`src/rtl/cpu_pkg.sv`:
```
// Shared CPU pipeline definitions: opcodes, hazard-controller state encoding,
// flush length and memory-wait saturation limit.
package cpu_pkg;

   localparam int unsigned OPC_W  = 4;
   localparam int unsigned REG_W  = 4;
   localparam int unsigned CNT_W  = 8;
   localparam int unsigned FCNT_W = 2;

   localparam logic [OPC_W-1:0] OP_NOP = 4'b0000;
   localparam logic [OPC_W-1:0] OP_ADD = 4'b0001;
   localparam logic [OPC_W-1:0] OP_BEQ = 4'b0100;
   localparam logic [OPC_W-1:0] OP_LDR = 4'b1001;
   localparam logic [OPC_W-1:0] OP_STR = 4'b1010;

   localparam int unsigned BR_FLUSH_CYCLES = 2;
   localparam int unsigned MEM_WAIT_MAX    = 255;

   typedef enum logic [1:0] {
      ST_RUN        = 2'b00,
      ST_LOAD_STALL = 2'b01,
      ST_BR_FLUSH   = 2'b10,
      ST_MEM_WAIT   = 2'b11
   } state_t;

endpackage

```
`src/rtl/hazard_controller_if.sv`:
```
// Pipeline hazard control bus.
//   master : drives ID/EX/MEM status (id_*, ex_branch_taken, mem_*), observes controls
//   slave  : hazard controller; drives stall/flush/bubble controls and debug status
interface hazard_controller_if;
   import cpu_pkg::*;

   logic             id_valid;
   logic [OPC_W-1:0] id_opcode;
   logic [REG_W-1:0] id_ra;
   logic [REG_W-1:0] id_rb;
   logic [REG_W-1:0] id_rd;
   logic             ex_branch_taken;
   logic             mem_access;
   logic             mem_ready;

   logic             pc_stall;
   logic             if_id_stall;
   logic             id_ex_stall;
   logic             ex_mem_stall;
   logic             if_id_flush;
   logic             id_ex_bubble;
   logic [1:0]       state;
   logic [CNT_W-1:0] mem_wait_cnt;
   logic             mem_timeout;

   modport master (
      output id_valid, id_opcode, id_ra, id_rb, id_rd,
      output ex_branch_taken, mem_access, mem_ready,
      input  pc_stall, if_id_stall, id_ex_stall, ex_mem_stall,
      input  if_id_flush, id_ex_bubble, state, mem_wait_cnt, mem_timeout
   );

   modport slave (
      input  id_valid, id_opcode, id_ra, id_rb, id_rd,
      input  ex_branch_taken, mem_access, mem_ready,
      output pc_stall, if_id_stall, id_ex_stall, ex_mem_stall,
      output if_id_flush, id_ex_bubble, state, mem_wait_cnt, mem_timeout
   );

endinterface

```
`src/rtl/load_use_detect.sv`:
```
// Combinational load-use hazard detector.
//   i_id_*      : instruction currently in ID
//   i_ex_load_q : EX stage holds a load; i_ex_rd_q is its destination
//   o_hazard_c  : ID instruction reads the register the EX load is producing
module load_use_detect
   import cpu_pkg::*;
(
   input  logic             i_id_valid,
   input  logic [OPC_W-1:0] i_id_opcode,
   input  logic [REG_W-1:0] i_id_ra,
   input  logic [REG_W-1:0] i_id_rb,
   input  logic             i_ex_load_q,
   input  logic [REG_W-1:0] i_ex_rd_q,
   output logic             o_hazard_c
);

   assign o_hazard_c = i_id_valid && i_ex_load_q &&
                       ((i_id_ra == i_ex_rd_q) || (i_id_rb == i_ex_rd_q)) &&
                       (i_id_opcode != OP_NOP);

endmodule

```
`src/rtl/hazard_controller.sv`:
```
// Pipeline hazard controller: load-use stall, taken-branch flush and
// data-memory wait handling. Controls are decoded combinationally from the
// registered state and current inputs.
//   clk, rst_n : clock, asynchronous active-low reset
//   bus        : hazard_controller_if.slave (ID/EX/MEM status in, controls out)
module hazard_controller
   import cpu_pkg::*;
(
   input  logic                clk,
   input  logic                rst_n,
   hazard_controller_if.slave  bus
);

   state_t              r_state;
   state_t              r_saved_state;
   logic [FCNT_W-1:0]   r_flush_cnt;
   logic [FCNT_W-1:0]   r_saved_cnt;
   logic                r_br_pend;
   logic [CNT_W-1:0]    r_mem_wait_cnt;
   logic                r_mem_timeout;
   logic                r_ex_load_q;
   logic [REG_W-1:0]    r_ex_rd_q;

   logic                w_hazard;
   logic                w_mem_hold;
   logic                w_branch;
   state_t              w_eff_state;
   logic [FCNT_W-1:0]   w_eff_cnt;
   state_t              w_next_state;
   logic [FCNT_W-1:0]   w_next_cnt;
   logic                w_pc_stall;
   logic                w_if_id_stall;
   logic                w_id_ex_stall;
   logic                w_ex_mem_stall;
   logic                w_flush;
   logic                w_bubble;
   logic                w_any_stall;

   load_use_detect u_load_use_detect (
      .i_id_valid  (bus.id_valid),
      .i_id_opcode (bus.id_opcode),
      .i_id_ra     (bus.id_ra),
      .i_id_rb     (bus.id_rb),
      .i_ex_load_q (r_ex_load_q),
      .i_ex_rd_q   (r_ex_rd_q),
      .o_hazard_c  (w_hazard)
   );

   // Memory stall: a new miss in any state, or a wait still unanswered.
   assign w_mem_hold = !bus.mem_ready && (bus.mem_access || (r_state == ST_MEM_WAIT));

   // On the MEM_WAIT exit cycle the interrupted state resumes its own decode.
   assign w_eff_state = (r_state == ST_MEM_WAIT) ? r_saved_state : r_state;
   assign w_eff_cnt   = (r_state == ST_MEM_WAIT) ? r_saved_cnt   : r_flush_cnt;
   assign w_branch    = bus.ex_branch_taken || r_br_pend;

   // Next-state and control decode; everything is forced low during reset.
   always_comb begin
      w_pc_stall     = 1'b0;
      w_if_id_stall  = 1'b0;
      w_id_ex_stall  = 1'b0;
      w_ex_mem_stall = 1'b0;
      w_flush        = 1'b0;
      w_bubble       = 1'b0;
      w_next_state   = ST_RUN;
      w_next_cnt     = '0;
      if (rst_n) begin
         if (w_mem_hold) begin
            w_pc_stall     = 1'b1;
            w_if_id_stall  = 1'b1;
            w_id_ex_stall  = 1'b1;
            w_ex_mem_stall = 1'b1;
            w_next_state   = ST_MEM_WAIT;
            w_next_cnt     = r_flush_cnt;
         end else begin
            unique case (w_eff_state)
               ST_RUN, ST_LOAD_STALL: begin
                  if (w_branch) begin
                     // Taken branch discards any pending load-use stall.
                     w_flush      = 1'b1;
                     w_bubble     = 1'b1;
                     w_next_state = ST_BR_FLUSH;
                     w_next_cnt   = FCNT_W'(BR_FLUSH_CYCLES - 1);
                  end else if ((w_eff_state == ST_RUN) && w_hazard) begin
                     w_pc_stall    = 1'b1;
                     w_if_id_stall = 1'b1;
                     w_bubble      = 1'b1;
                     w_next_state  = ST_LOAD_STALL;
                  end
               end
               ST_BR_FLUSH: begin
                  if (w_eff_cnt != '0) begin
                     w_flush      = 1'b1;
                     w_next_state = ST_BR_FLUSH;
                     w_next_cnt   = w_eff_cnt - FCNT_W'(1);
                  end
               end
               default: w_next_state = ST_RUN;
            endcase
         end
      end
   end

   assign w_any_stall = w_pc_stall || w_if_id_stall || w_id_ex_stall || w_ex_mem_stall;

   always_ff @(posedge clk or negedge rst_n) begin
      if (!rst_n) begin
         r_state        <= ST_RUN;
         r_saved_state  <= ST_RUN;
         r_flush_cnt    <= '0;
         r_saved_cnt    <= '0;
         r_br_pend      <= 1'b0;
         r_mem_wait_cnt <= '0;
         r_mem_timeout  <= 1'b0;
         r_ex_load_q    <= 1'b0;
         r_ex_rd_q      <= '0;
      end else begin
         r_state     <= w_next_state;
         r_flush_cnt <= w_next_cnt;

         // Snapshot the interrupted state on MEM_WAIT entry.
         if (w_mem_hold && (r_state != ST_MEM_WAIT)) begin
            r_saved_state <= r_state;
            r_saved_cnt   <= r_flush_cnt;
         end

         // A branch seen while memory stalls is held until the exit cycle.
         r_br_pend <= w_mem_hold && (r_br_pend || bus.ex_branch_taken);

         if (w_mem_hold) begin
            if (r_mem_wait_cnt != CNT_W'(MEM_WAIT_MAX))
               r_mem_wait_cnt <= r_mem_wait_cnt + CNT_W'(1);
            if (r_mem_wait_cnt == CNT_W'(MEM_WAIT_MAX - 1))
               r_mem_timeout <= 1'b1;
         end else begin
            r_mem_wait_cnt <= '0;
         end

         // Track the instruction moving ID -> EX.
         if (w_bubble || w_flush) begin
            r_ex_load_q <= 1'b0;
         end else if (!w_any_stall) begin
            r_ex_load_q <= bus.id_valid && (bus.id_opcode == OP_LDR);
            r_ex_rd_q   <= bus.id_rd;
         end
      end
   end

   assign bus.pc_stall     = w_pc_stall;
   assign bus.if_id_stall  = w_if_id_stall;
   assign bus.id_ex_stall  = w_id_ex_stall;
   assign bus.ex_mem_stall = w_ex_mem_stall;
   assign bus.if_id_flush  = w_flush;
   assign bus.id_ex_bubble = w_bubble;
   assign bus.state        = r_state;
   assign bus.mem_wait_cnt = r_mem_wait_cnt;
   assign bus.mem_timeout  = r_mem_timeout;

endmodule
```
`src/flat_wrapper.sv`:
```
// flat-port wrapper written by rule: the top's interface ports become plain ports
module hazard_controller_flat import cpu_pkg::*;
  (clk, rst_n, bus_id_valid, bus_id_opcode, bus_id_ra, bus_id_rb, bus_id_rd, bus_ex_branch_taken, bus_mem_access, bus_mem_ready, bus_pc_stall, bus_if_id_stall, bus_id_ex_stall, bus_ex_mem_stall, bus_if_id_flush, bus_id_ex_bubble, bus_state, bus_mem_wait_cnt, bus_mem_timeout);
  hazard_controller_if bus_i ();
  input  logic clk;
  input  logic rst_n;
  input wire logic [$bits(bus_i.id_valid)-1:0] bus_id_valid;
  input wire logic [$bits(bus_i.id_opcode)-1:0] bus_id_opcode;
  input wire logic [$bits(bus_i.id_ra)-1:0] bus_id_ra;
  input wire logic [$bits(bus_i.id_rb)-1:0] bus_id_rb;
  input wire logic [$bits(bus_i.id_rd)-1:0] bus_id_rd;
  input wire logic [$bits(bus_i.ex_branch_taken)-1:0] bus_ex_branch_taken;
  input wire logic [$bits(bus_i.mem_access)-1:0] bus_mem_access;
  input wire logic [$bits(bus_i.mem_ready)-1:0] bus_mem_ready;
  output wire logic [$bits(bus_i.pc_stall)-1:0] bus_pc_stall;
  output wire logic [$bits(bus_i.if_id_stall)-1:0] bus_if_id_stall;
  output wire logic [$bits(bus_i.id_ex_stall)-1:0] bus_id_ex_stall;
  output wire logic [$bits(bus_i.ex_mem_stall)-1:0] bus_ex_mem_stall;
  output wire logic [$bits(bus_i.if_id_flush)-1:0] bus_if_id_flush;
  output wire logic [$bits(bus_i.id_ex_bubble)-1:0] bus_id_ex_bubble;
  output wire logic [$bits(bus_i.state)-1:0] bus_state;
  output wire logic [$bits(bus_i.mem_wait_cnt)-1:0] bus_mem_wait_cnt;
  output wire logic [$bits(bus_i.mem_timeout)-1:0] bus_mem_timeout;
  assign bus_i.id_valid = bus_id_valid;
  assign bus_i.id_opcode = bus_id_opcode;
  assign bus_i.id_ra = bus_id_ra;
  assign bus_i.id_rb = bus_id_rb;
  assign bus_i.id_rd = bus_id_rd;
  assign bus_i.ex_branch_taken = bus_ex_branch_taken;
  assign bus_i.mem_access = bus_mem_access;
  assign bus_i.mem_ready = bus_mem_ready;
  assign bus_pc_stall = bus_i.pc_stall;
  assign bus_if_id_stall = bus_i.if_id_stall;
  assign bus_id_ex_stall = bus_i.id_ex_stall;
  assign bus_ex_mem_stall = bus_i.ex_mem_stall;
  assign bus_if_id_flush = bus_i.if_id_flush;
  assign bus_id_ex_bubble = bus_i.id_ex_bubble;
  assign bus_state = bus_i.state;
  assign bus_mem_wait_cnt = bus_i.mem_wait_cnt;
  assign bus_mem_timeout = bus_i.mem_timeout;
  hazard_controller u_core (.clk(clk), .rst_n(rst_n), .bus(bus_i));
endmodule
```
`config.mk`:
```
export PLATFORM = sky130hd
export DESIGN_NAME = hazard_controller_flat
export DESIGN_NICKNAME = d
export VERILOG_FILES = /design/src/rtl/cpu_pkg.sv /design/src/rtl/hazard_controller_if.sv /design/src/rtl/load_use_detect.sv /design/src/rtl/hazard_controller.sv /design/src/flat_wrapper.sv
export SDC_FILE = /design/constraint.sdc
export NUM_CORES = 1
export LEC_CHECK = 0
export CAP_MARGIN = 10
export CELL_PAD_IN_SITES_DETAIL_PLACEMENT = 1
export CELL_PAD_IN_SITES_GLOBAL_PLACEMENT = 1
export CORE_ASPECT_RATIO = 1.5
export CORE_MARGIN = 5
export CORE_UTILIZATION = 45
export DETAILED_ROUTE_END_ITERATION = 8
export DONT_BUFFER_PORTS = 1
export PLACE_DENSITY_LB_ADDON = 0.1
export REMOVE_ABC_BUFFERS = 1
export SLEW_MARGIN = 15
export SYNTH_ARGS = -nofsm -noshare
export SYNTH_HDL_FRONTEND = slang
export SYNTH_SLANG_ARGS = --single-unit
```
`constraint.sdc`:
```
create_clock -name clk -period 3.6 [get_ports clk]
set_input_delay 0.36 -clock clk [delete_from_list [all_inputs] [get_ports clk]]
set_output_delay 0.36 -clock clk [all_outputs]
set_load 0.1 [all_outputs]
```
==> flow_metrics.py <==
metrics = {
    "detailed_routing": {
        "drtAntennaViolNets": 0,
        "firstDrtPassIters": 4,
        "drt_iter0_drc": 8,
        "drc_errors": 0,
        "avgRoutedWirePerCell_um": 18.7,
        "vias_per_cell": 5.59,
        "dr_total_vias": 1017,
        "routed_wl_um": 3400,
    },
    "synth": {
        "synth_top_area_share": 0.422,
        "synth_seq_cells": 23,
        "synth_edf_count": 0,
        "synth.top_cells.by_area": "dfrtp_1, nor2_1, xnor2_1, mux2_4, xor2_1",
        "yosysWarningCount": 0,
        "syn_inst": 131,
        "async_flop_share": 1.00,
        "yosys_most_used_dff": "dfrtp_1",
        "synth_cell_types": 41,
        "syn_area_mm2": 0.00136,
        "yosysTopAreaCell": "dfrtp_1",
        "syn_area_per_cell_um2": 10.4,
        "synth_seq_area_share": 0.422,
    },
    "pwr": {
        "powerDensity_mw_per_mm2": 390,
        "total_power_mw": 0.606,
        "ir_drop_mv": 0.235,
        "leakage_nw": 0.658,
    },
    "floorplanning": {
        "die_w_um": 55.0,
        "start_util": 0.468,
        "coreArea_mm2": 0.00291,
        "die_h_um": 77.4,
        "rows": 24,
        "ios": 39,
        "die_area_mm2": 0.00425,
    },
    "placed_design": {
        "gp_congestion": 0.770,
        "io_buffers": 0,
        "place_hpwl_um": 2620,
        "place_ws_ps": 1150,
    },
    "finish": {
        "antenna_cells": 0,
        "final_cell_mix": "dfrtp_1, nor2_1, buf_4",
        "regArea_um2": 576,
        "final_common_cell": "dfrtp_1",
        "fin_util": 0.533,
        "fillers": 338,
        "nets": 168,
        "drive_gt1_frac": 0.231,
        "multi_input_area_um2": 759,
        "syn_to_final_growth_pct": 13.8,
    },
    "hold_path": {
        "hp-class": "input pin to async pin",
    },
    "clocking": {
        "cts_root_buf": "clkbuf_8",
        "cts-buffers-inserted": 3,
        "h-tree-depth": 1,
        "cts_tree": "yes",
        "ctsHoldBuffers": 1,
        "cts.path.max_buffers": 2,
        "post_cts_buffers": 0,
        "cts_resized": 0,
        "clkSinkCount": 23,
        "clk_pin_slew_worst_paths_ps": 80,
        "clk_latency_ps": 260,
    },
    "global_routing": {
        "grt_max_degree": 24,
        "grt_pass1_vias": 1186,
        "grtUsageTotal": 0.178,
        "antenna_found_initial": 0,
        "grt_pass1_wl_um": 5630,
        "gr-total-overflow": 0,
    },
    "sta": {
        "fmax_mhz": 362,
        "setup_viol": 0,
        "rsz0062_at_grt": "no",
        "finalCriticalPeriod_ps": 2760,
        "setup_ws_ps": 840,
        "worstMarginPinSlew_ps": 1010,
        "maxSlewHeadroom": 0.327,
        "slew_violations": 0,
        "fin_crit_sh": 0.767,
        "fin_tns_setup_ps": 0,
        "finClkSkew_ps": 1.84,
        "hold_viol_final": 0,
    },
    "job": {
        "maxCapViolations": 0,
    },
    "worst_setup_path": {
        "critPathBufInv": 3,
        "crit_type": "register to output pin",
        "cpPeakStageDelay_ps": 430,
        "r2r-start": "u_core.bus.mem_wait_cnt[7]",
        "crit_path_end_kind": "output pin",
        "crit_required_ps": 3240,
        "critPathSlowestCell": "nor4_1",
        "cp-start-kind": "register",
        "worstSetupStartpoint": "u_core.bus.state[1]",
        "crit_fanout": 8,
        "cp_cell_sequence": "buf_4, inv_2, nor3_2, o2111ai_2, nor4_1, o21a_2, buf_12",
        "cp.arrival_ps": 2400,
        "critPathTopFamily": "buffers and inverters",
    },
    "status": {
        "status": "completed",
    },
}
power by group:
part | internal [mW] | total [mW] | switching [mW]
Clock | 0.0789 | 0.161 | 0.0820
Sequential | 0.274 | 0.294 | 0.0198
Combinational | 0.0481 | 0.151 | 0.103
layout make-up:
type | count | share of cell area
clock buffers | 4 | 0.0290
inverters | 4 | 0.00968
multi-input cells | 99 | 0.490
flip-flops and latches | 23 | 0.371
well taps | 39 | 0.0315
repair buffers | 13 | 0.0694
layer usage:
metal / global-route usage / wire length, um
met5: 0 / 0
met2: 0.314 / 1890
met4: 0.0584 / 30
met1: 0.204 / 1280
met3: 0.0345 / 199
per-stage QoR:
step,hold slack (ps),area [um^2],instances
6_report,71.5,1550,182
5_1_grt,100,1550,182
4_1_cts,227,1560,182
3_5_place_dp,65.4,1500,177
3_3_place_gp,65.3,1500,177
2_1_floorplan,64.4,1340,126
path summary, 6_finish.rpt:
| check | depth (start not counted) | endpoint | slack, ps |
|---|---|---|---|
| worst max-delay path | 7 | bus_pc_stall | 840 |
| worst min-delay path | 1 | u_core.r_ex_rd_q[3] | 70 |
| worst max register to register | 5 | u_core.bus.mem_wait_cnt[7] | 1390 |
| worst min register to register | 1 | u_core.r_saved_cnt[1] | 520 |
| max in group asynchronous | 1 | u_core.r_ex_rd_q[1] | 3170 |
| min in group clk | 2 | u_core.bus.state[1] | 230 |
synthesized netlist by cell type (2+ instances only):
library cell / instances
and4_1: 2
o31ai_4: 2
xor2_1: 6
mux2_1: 2
nor2_1: 18
dfrtp_1: 23
clkbuf_1: 2
buf_4: 2
inv_1: 3
xnor2_1: 7
mux2i_1: 2
mux2_4: 4
nand3_1: 2
nand2_1: 9
nor4_1: 2
and3_1: 2
nand2b_1: 4
ha_1: 2
o21ai_1: 2
nand4_1: 3
a211oi_1: 3
a21oi_1: 8
o21a_1: 3
flip-flops by register name, indices dropped and copies added, names as in the netlist:
| name | flops |
|---|---|
| u_core.bus.state | 2 |
| u_core.bus.mem_timeout | 1 |
| u_core.r_br_pend | 1 |
| u_core.r_ex_rd_q | 4 |
| u_core.bus.mem_wait_cnt | 8 |
| u_core.r_flush_cnt | 2 |
| u_core.r_saved_state | 2 |
| u_core.r_ex_load_q | 1 |
| u_core.r_saved_cnt | 2 |
cells by family (layout without fill, tap and decap cells):
group / Yosys count / after routing / share of synthesized area
simple gates: 50 / 50 / 0.195
mux: 8 / 8 / 0.0752
flops: 23 / 23 / 0.422
buf+inv: 9 / 21 / 0.0312
xor+xnor: 13 / 13 / 0.0835
fa+ha+maj: 2 / 2 / 0.0183
compound gates: 26 / 26 / 0.174
Power figures use the tool's default switching activity.
